**src/rtl/aes_ks_pkg.sv**
```systemverilog
// Shared types, constants and helpers for the iterative AES-128 key schedule.
package aes_ks_pkg;

  localparam int unsigned KEY_W  = 128;
  localparam int unsigned WORD_W = 32;
  localparam int unsigned RND_W  = 4;

  typedef enum logic [1:0] {
    ST_IDLE   = 2'd0,
    ST_EXPAND = 2'd1,
    ST_DONE   = 2'd2
  } ks_state_e;

  localparam logic [7:0] RCON_INIT = 8'h01;
  localparam logic [7:0] RCON_POLY = 8'h1b;

  // Multiply by x in GF(2^8) modulo the AES polynomial.
  function automatic logic [7:0] xtime(input logic [7:0] b);
    return {b[6:0], 1'b0} ^ (b[7] ? RCON_POLY : 8'h00);
  endfunction

  localparam logic [7:0] SBOX [256] = '{
    8'h63, 8'h7c, 8'h77, 8'h7b, 8'hf2, 8'h6b, 8'h6f, 8'hc5, 8'h30, 8'h01, 8'h67, 8'h2b, 8'hfe, 8'hd7, 8'hab, 8'h76,
    8'hca, 8'h82, 8'hc9, 8'h7d, 8'hfa, 8'h59, 8'h47, 8'hf0, 8'had, 8'hd4, 8'ha2, 8'haf, 8'h9c, 8'ha4, 8'h72, 8'hc0,
    8'hb7, 8'hfd, 8'h93, 8'h26, 8'h36, 8'h3f, 8'hf7, 8'hcc, 8'h34, 8'ha5, 8'he5, 8'hf1, 8'h71, 8'hd8, 8'h31, 8'h15,
    8'h04, 8'hc7, 8'h23, 8'hc3, 8'h18, 8'h96, 8'h05, 8'h9a, 8'h07, 8'h12, 8'h80, 8'he2, 8'heb, 8'h27, 8'hb2, 8'h75,
    8'h09, 8'h83, 8'h2c, 8'h1a, 8'h1b, 8'h6e, 8'h5a, 8'ha0, 8'h52, 8'h3b, 8'hd6, 8'hb3, 8'h29, 8'he3, 8'h2f, 8'h84,
    8'h53, 8'hd1, 8'h00, 8'hed, 8'h20, 8'hfc, 8'hb1, 8'h5b, 8'h6a, 8'hcb, 8'hbe, 8'h39, 8'h4a, 8'h4c, 8'h58, 8'hcf,
    8'hd0, 8'hef, 8'haa, 8'hfb, 8'h43, 8'h4d, 8'h33, 8'h85, 8'h45, 8'hf9, 8'h02, 8'h7f, 8'h50, 8'h3c, 8'h9f, 8'ha8,
    8'h51, 8'ha3, 8'h40, 8'h8f, 8'h92, 8'h9d, 8'h38, 8'hf5, 8'hbc, 8'hb6, 8'hda, 8'h21, 8'h10, 8'hff, 8'hf3, 8'hd2,
    8'hcd, 8'h0c, 8'h13, 8'hec, 8'h5f, 8'h97, 8'h44, 8'h17, 8'hc4, 8'ha7, 8'h7e, 8'h3d, 8'h64, 8'h5d, 8'h19, 8'h73,
    8'h60, 8'h81, 8'h4f, 8'hdc, 8'h22, 8'h2a, 8'h90, 8'h88, 8'h46, 8'hee, 8'hb8, 8'h14, 8'hde, 8'h5e, 8'h0b, 8'hdb,
    8'he0, 8'h32, 8'h3a, 8'h0a, 8'h49, 8'h06, 8'h24, 8'h5c, 8'hc2, 8'hd3, 8'hac, 8'h62, 8'h91, 8'h95, 8'he4, 8'h79,
    8'he7, 8'hc8, 8'h37, 8'h6d, 8'h8d, 8'hd5, 8'h4e, 8'ha9, 8'h6c, 8'h56, 8'hf4, 8'hea, 8'h65, 8'h7a, 8'hae, 8'h08,
    8'hba, 8'h78, 8'h25, 8'h2e, 8'h1c, 8'ha6, 8'hb4, 8'hc6, 8'he8, 8'hdd, 8'h74, 8'h1f, 8'h4b, 8'hbd, 8'h8b, 8'h8a,
    8'h70, 8'h3e, 8'hb5, 8'h66, 8'h48, 8'h03, 8'hf6, 8'h0e, 8'h61, 8'h35, 8'h57, 8'hb9, 8'h86, 8'hc1, 8'h1d, 8'h9e,
    8'he1, 8'hf8, 8'h98, 8'h11, 8'h69, 8'hd9, 8'h8e, 8'h94, 8'h9b, 8'h1e, 8'h87, 8'he9, 8'hce, 8'h55, 8'h28, 8'hdf,
    8'h8c, 8'ha1, 8'h89, 8'h0d, 8'hbf, 8'he6, 8'h42, 8'h68, 8'h41, 8'h99, 8'h2d, 8'h0f, 8'hb0, 8'h54, 8'hbb, 8'h16
  };

endpackage

```
**src/rtl/key_sched_sbox.sv**
```systemverilog
// Combinational AES forward S-box lookup for one byte.
module key_sched_sbox
  import aes_ks_pkg::*;
(
  input  logic [7:0] in_byte,
  output logic [7:0] sub_c
);

  assign sub_c = SBOX[in_byte];

endmodule

```
**src/rtl/aes_key_sched_iter.sv**
```systemverilog
// Iterative AES-128 key expansion: one round key per clock into a NUM_RK-entry bank.
// Optional round-key stream port enabled by defining KEY_SCHED_STREAM_EN.
module aes_key_sched_iter
  import aes_ks_pkg::*;
#(
  parameter int unsigned NUM_RK = 10
) (
  input  logic                    clk,
  input  logic                    rst,
  input  logic                    start,
  input  logic [KEY_W-1:0]        key_in,
  output logic                    busy,
  output logic                    done,
  output logic [NUM_RK*KEY_W-1:0] rk_bus
`ifdef KEY_SCHED_STREAM_EN
  ,
  output logic [KEY_W-1:0]        rk_stream,
  output logic                    rk_stream_v,
  output logic [RND_W-1:0]        rk_stream_i
`endif
);

  ks_state_e               state_q, state_d;
  logic [KEY_W-1:0]        w_q, w_d;
  logic [RND_W-1:0]        rnd_q, rnd_d;
  logic [7:0]              rcon_q, rcon_d;
  logic [NUM_RK*KEY_W-1:0] bank_q, bank_d;
  logic                    busy_q, busy_d;
  logic                    done_q, done_d;
`ifdef KEY_SCHED_STREAM_EN
  logic [KEY_W-1:0]        stream_q, stream_d;
  logic                    stream_v_q, stream_v_d;
  logic [RND_W-1:0]        stream_i_q, stream_i_d;
`endif

  logic [WORD_W-1:0] rot_w;
  logic [WORD_W-1:0] sub_w;
  logic [WORD_W-1:0] t_w;
  logic [WORD_W-1:0] w0_n, w1_n, w2_n, w3_n;
  logic [KEY_W-1:0]  w_next;

  // RotWord on w3, then SubWord through four byte lookups.
  assign rot_w = {w_q[23:0], w_q[31:24]};

  for (genvar g = 0; g < 4; g++) begin : g_sbox
    key_sched_sbox u_sbox (
      .in_byte (rot_w[WORD_W-1-8*g -: 8]),
      .sub_c   (sub_w[WORD_W-1-8*g -: 8])
    );
  end

  assign t_w    = sub_w ^ {rcon_q, 24'h0};
  assign w0_n   = w_q[127:96] ^ t_w;
  assign w1_n   = w_q[95:64]  ^ w0_n;
  assign w2_n   = w_q[63:32]  ^ w1_n;
  assign w3_n   = w_q[31:0]   ^ w2_n;
  assign w_next = {w0_n, w1_n, w2_n, w3_n};

  always_comb begin
    state_d = state_q;
    w_d     = w_q;
    rnd_d   = rnd_q;
    rcon_d  = rcon_q;
    bank_d  = bank_q;
`ifdef KEY_SCHED_STREAM_EN
    stream_d   = stream_q;
    stream_v_d = 1'b0;
    stream_i_d = stream_i_q;
`endif

    case (state_q)
      ST_IDLE: begin
        if (start) begin
          w_d     = key_in;
          rnd_d   = RND_W'(1);
          rcon_d  = RCON_INIT;
          state_d = ST_EXPAND;
        end
      end
      ST_EXPAND: begin
        w_d    = w_next;
        rcon_d = xtime(rcon_q);
        for (int unsigned i = 0; i < NUM_RK; i++) begin
          if (rnd_q == RND_W'(i + 1)) bank_d[i*KEY_W +: KEY_W] = w_next;
        end
`ifdef KEY_SCHED_STREAM_EN
        stream_d   = w_next;
        stream_v_d = 1'b1;
        stream_i_d = rnd_q;
`endif
        if (rnd_q == RND_W'(NUM_RK)) state_d = ST_DONE;
        else                         rnd_d   = rnd_q + RND_W'(1);
      end
      ST_DONE: state_d = ST_IDLE;
      default: state_d = ST_IDLE;
    endcase

    // Status flags are registered copies of the state being entered.
    busy_d = (state_d == ST_EXPAND);
    done_d = (state_d == ST_DONE);
  end

  always_ff @(posedge clk) begin
    if (rst) begin
      state_q <= ST_IDLE;
      w_q     <= '0;
      rnd_q   <= '0;
      rcon_q  <= RCON_INIT;
      bank_q  <= '0;
      busy_q  <= 1'b0;
      done_q  <= 1'b0;
`ifdef KEY_SCHED_STREAM_EN
      stream_q   <= '0;
      stream_v_q <= 1'b0;
      stream_i_q <= '0;
`endif
    end else begin
      state_q <= state_d;
      w_q     <= w_d;
      rnd_q   <= rnd_d;
      rcon_q  <= rcon_d;
      bank_q  <= bank_d;
      busy_q  <= busy_d;
      done_q  <= done_d;
`ifdef KEY_SCHED_STREAM_EN
      stream_q   <= stream_d;
      stream_v_q <= stream_v_d;
      stream_i_q <= stream_i_d;
`endif
    end
  end

  assign busy   = busy_q;
  assign done   = done_q;
  assign rk_bus = bank_q;
`ifdef KEY_SCHED_STREAM_EN
  assign rk_stream   = stream_q;
  assign rk_stream_v = stream_v_q;
  assign rk_stream_i = stream_i_q;
`endif

endmodule

```
**config.mk**
```make
export PLATFORM = sky130hd
export DESIGN_NAME = aes_key_sched_iter
export DESIGN_NICKNAME = d
export VERILOG_FILES = /design/src/rtl/aes_ks_pkg.sv /design/src/rtl/key_sched_sbox.sv /design/src/rtl/aes_key_sched_iter.sv
export SDC_FILE = /design/constraint.sdc
export NUM_CORES = 2
export LEC_CHECK = 0
export CAP_MARGIN = 15
export CORE_AREA = 2 2 550 552
export DETAILED_ROUTE_END_ITERATION = 7
export DIE_AREA = 0 0 552 554
export PLACE_DENSITY = 0.53
export SLEW_MARGIN = 10
export SYNTH_ARGS = -nofsm -noshare
export SYNTH_HDL_FRONTEND = slang
export SYNTH_SLANG_ARGS = --single-unit
```
**constraint.sdc**
```tcl
create_clock -name clk -period 4.6 [get_ports clk]
set_input_delay 0.92 -clock clk [delete_from_list [all_inputs] [get_ports clk]]
set_output_delay 0.92 -clock clk [all_outputs]
set_load 0.005 [all_outputs]
```
==> results_dict.tcl <==
set metrics [dict create \
    critPathSlowestCell "mux2i_1" \
    crit_path_frequent_cell "mux4_2" \
    ant_nets 0 \
    hold_end "rk_bus[692]" \
    crit_chain "inv_1 -> ha_1 -> mux2_2 -> mux4_2 -> mux4_2 -> mux2i_1 -> xnor3_2 -> xnor2_4 -> buf_4 -> nand2_1 -> a21oi_1" \
    start_kind "flip-flop" \
    final_design_area_no_fill_mm2 0.0949 \
    crit_buf_inv 2 \
    routed_wirelength_mm 426 \
    p_leak_uw 0.0325 \
    post-route-util_pct 31.7 \
    nFillCells 31311 \
    path_max_fanout 9 \
    fin_ws_ns 0.181 \
    clockBufferDepth 4 \
    status "completed" \
    yosysSeqAreaShare_pct 42.5 \
    fin_crit_ns 4.42 \
    reg2reg_from "w_q[17]" \
    min-delay-start "rk_bus[692]" \
    synthCells 8382 \
    placement.cell_area_mm2 0.0890 \
    place.gp.congestion 0.955 \
    min_period_over_period_pct 96.1 \
    worstMarginPinSlew_ns 1.15 \
    postCtsSetupBuffers 0 \
    finalHoldViolCount 0 \
    holdPathStages 2 \
    grt_util_all_layers_pct 26.6 \
    arrival_ns 5.16 \
    critPathCaptureType "flip-flop" \
    die_w_um 552 \
    post_drt_wl_per_cell_um 31.1 \
    dr_total_vias 71056 \
    drt_first_pass_iters 6 \
    cp_top_family "multiplexers" \
    highest_layer "met5" \
    synthFlopType "dfxtp_1" \
    clk_pin_slew_ns 0.06 \
    clock.fmax_mhz 226 \
    final_common_cell "nor2_1" \
    h-tree-depth 4 \
    switching_share_pct 56.1 \
    power_switching_uw 54000 \
    maxSlewHeadroom_pct 23.3 \
    most-common-layout-cells "nor2_1 (1550), clkdlybuf4s50_1 (1411), dfxtp_1 (1407)" \
    syn_area_mm2 0.0671 \
    r2r_slack_ns 0.18 \
    cts_tree "built" \
    wl_met2_mm 189 \
    rr_endpoint "rk_bus[825]" \
    pwr-share-seq_pct 15.0 \
    ios 1413 \
    synthArstFlopShare_pct 0 \
    power_density_mw_per_mm2 1010 \
    crit_required_ns 5.34 \
    nNetsFinal 9794 \
    dpl.hpwl_mm 313 \
    rsz0062_at_grt "false" \
    drv_slew 0 \
    numCtsBuffers 173 \
    die_h_um 554 \
    intPower_uw 42300 \
    core.rowCount 201 \
    cts_root_buffer "clkbuf_16" \
    ir_worst_vdd_mv 1.31 \
    place_ws_ns 0.0619 \
    wl_met1_mm 170 \
    cts.repair.resized 0 \
    area_growth_pct 41.4 \
    maxCapViolations 0 \
    ys_seq_elements 1424 \
    placed_cells 13382 \
    syn_avg_cell_area_um2 8.01 \
    cts_hold_buf 0 \
    r2r_cells 11 \
    fin_cells 13715 \
    pwr-share-clk_pct 14.7 \
    viasPerCell 5.18 \
    drc_errors 0 \
    tns_ns 0 \
    start_util_pct 22.4 \
    synth.distinct_cells 111 \
    hold_path.class "flip-flop to flip-flop" \
    fin_skew_ns 0.109 \
    synth_fp_nets 8577 \
    drive_above_1_share_pct 11.3 \
    wl_met3_mm 31.5 \
    setup_violations 0 \
    die-area_mm2 0.306 \
    crit_path_max_incr_delay_ns 0.66 \
    grt_antenna_before_repair 34 \
    grt_pass1_wl_mm 577 \
    synth_edf_count 0 \
    io_buffers 1412 \
    drt_iter0_markers 8064 \
    grt_start_max_net_pins 152 \
    worstSetupPathType "flip-flop to flip-flop" \
    yosysWarningCount 0 \
    cts.sinks 1424 \
    insertion_delay_ns 0.87 \
    grt-ovfl-total 0 \
    core_mm2 0.299 \
    pwr-share-comb_pct 70.3 \
    first_global_vias 66898 \
]
==> final cells by class <==
class                   instances  area [um^2]  share of cell area, %
multi-input cells            5995        35600                   37.5
flip-flops and latches       1424        28500                   30.1
repair buffers               1934        19700                   20.8
clock buffers                 260         5080                   5.35
well taps                    3958         4950                   5.22
clock inverters                49          714                  0.753
inverters                      71          267                  0.281
diodes                         24         60.1                 0.0633
==> worst reg2reg max path: stages (launching register included) <==
cell,delay (ns)
dfxtp_2,0.47
inv_1,0.12
ha_1,0.46
mux2_2,0.37
mux4_2,0.48
mux4_2,0.51
mux2i_1,0.66
xnor3_2,0.42
xnor2_4,0.30
buf_4,0.33
nand2_1,0.09
a21oi_1,0.14
==> power groups by stage <==
stage	logic [uW]	registers, uW	clock network (uW)
2_1_floorplan	23700	13800	0
3_3_place_gp	67400	14700	0
3_5_place_dp	67200	14700	0
4_1_cts	67400	14400	14400
5_1_grt	68800	14500	14900
6_report	67700	14500	14100
==> layer usage <==
layer  GRT usage (%)  vias to the layer above
met5               0                        -
met4            19.2                        2
met2            41.6                     3593
met1            32.4                    34862
met3            5.58                      827
li1                -                    31772
==> per-stage QoR <==
step	hold WS (ns)	power [uW]
detailed placement	0.446	81900
global route	0.467	98200
CTS	0.454	96300
floorplan	0.432	37500
global placement	0.438	82100
finish	0.452	96300
==> cells in the mapped netlist, types with 35 or more instances <==
cell type | number | area share (%)
a211oi_1 | 599 | 6.7
buf_4 | 42 | 0.47
o21ai_0 | 267 | 2.0
nand2b_1 | 125 | 1.2
mux4_2 | 63 | 2.1
nor2_1 | 1553 | 8.7
inv_1 | 59 | 0.33
xnor2_1 | 73 | 0.95
a22oi_1 | 39 | 0.44
nand2_1 | 943 | 5.3
clkbuf_1 | 629 | 3.5
buf_2 | 141 | 1.1
a31oi_1 | 63 | 0.59
mux2i_1 | 35 | 0.52
xor2_1 | 44 | 0.57
buf_1 | 67 | 0.37
nor2b_1 | 87 | 0.81
nor3_1 | 241 | 1.8
and2_1 | 36 | 0.34
a221oi_1 | 45 | 0.59
nand3_1 | 106 | 0.79
o311ai_0 | 39 | 0.51
a21oi_1 | 805 | 6.0
dfxtp_1 | 1424 | 42
nand3b_1 | 65 | 0.73
ha_1 | 64 | 1.2
o211ai_1 | 56 | 0.63
==> registers in the layout (all words and copies together), names as in the netlist <==
signal	flops
rk_bus	1280
w_q	128
rcon_q	8
rnd_q	4
state_q	2
busy	1
done	1
==> cell families after synthesis <==
logic type	after synthesis	synth area share, %
simple gates	3326	21.3
compound gates	2302	22.5
flops	1424	42.5
buf+inv	963	6.02
xor+xnor	183	3.44
mux	117	2.95
fa+ha+maj	67	1.24
==> worst max-delay path by stage <==
stage	slack [ns]	endpoint	from	cells past startpoint
floorplan	0.56	rk_bus[1049]	w_q[17]	14
global placement	0.16	rk_bus[697]	w_q[17]	11
detailed placement	0.06	rk_bus[825]	w_q[17]	11
CTS	0.04	rk_bus[825]	w_q[17]	11
global route	0.07	w_q[1]	w_q[25]	13
finish	0.18	rk_bus[825]	w_q[17]	11
Note: power is estimated with default switching activity, not from simulation.
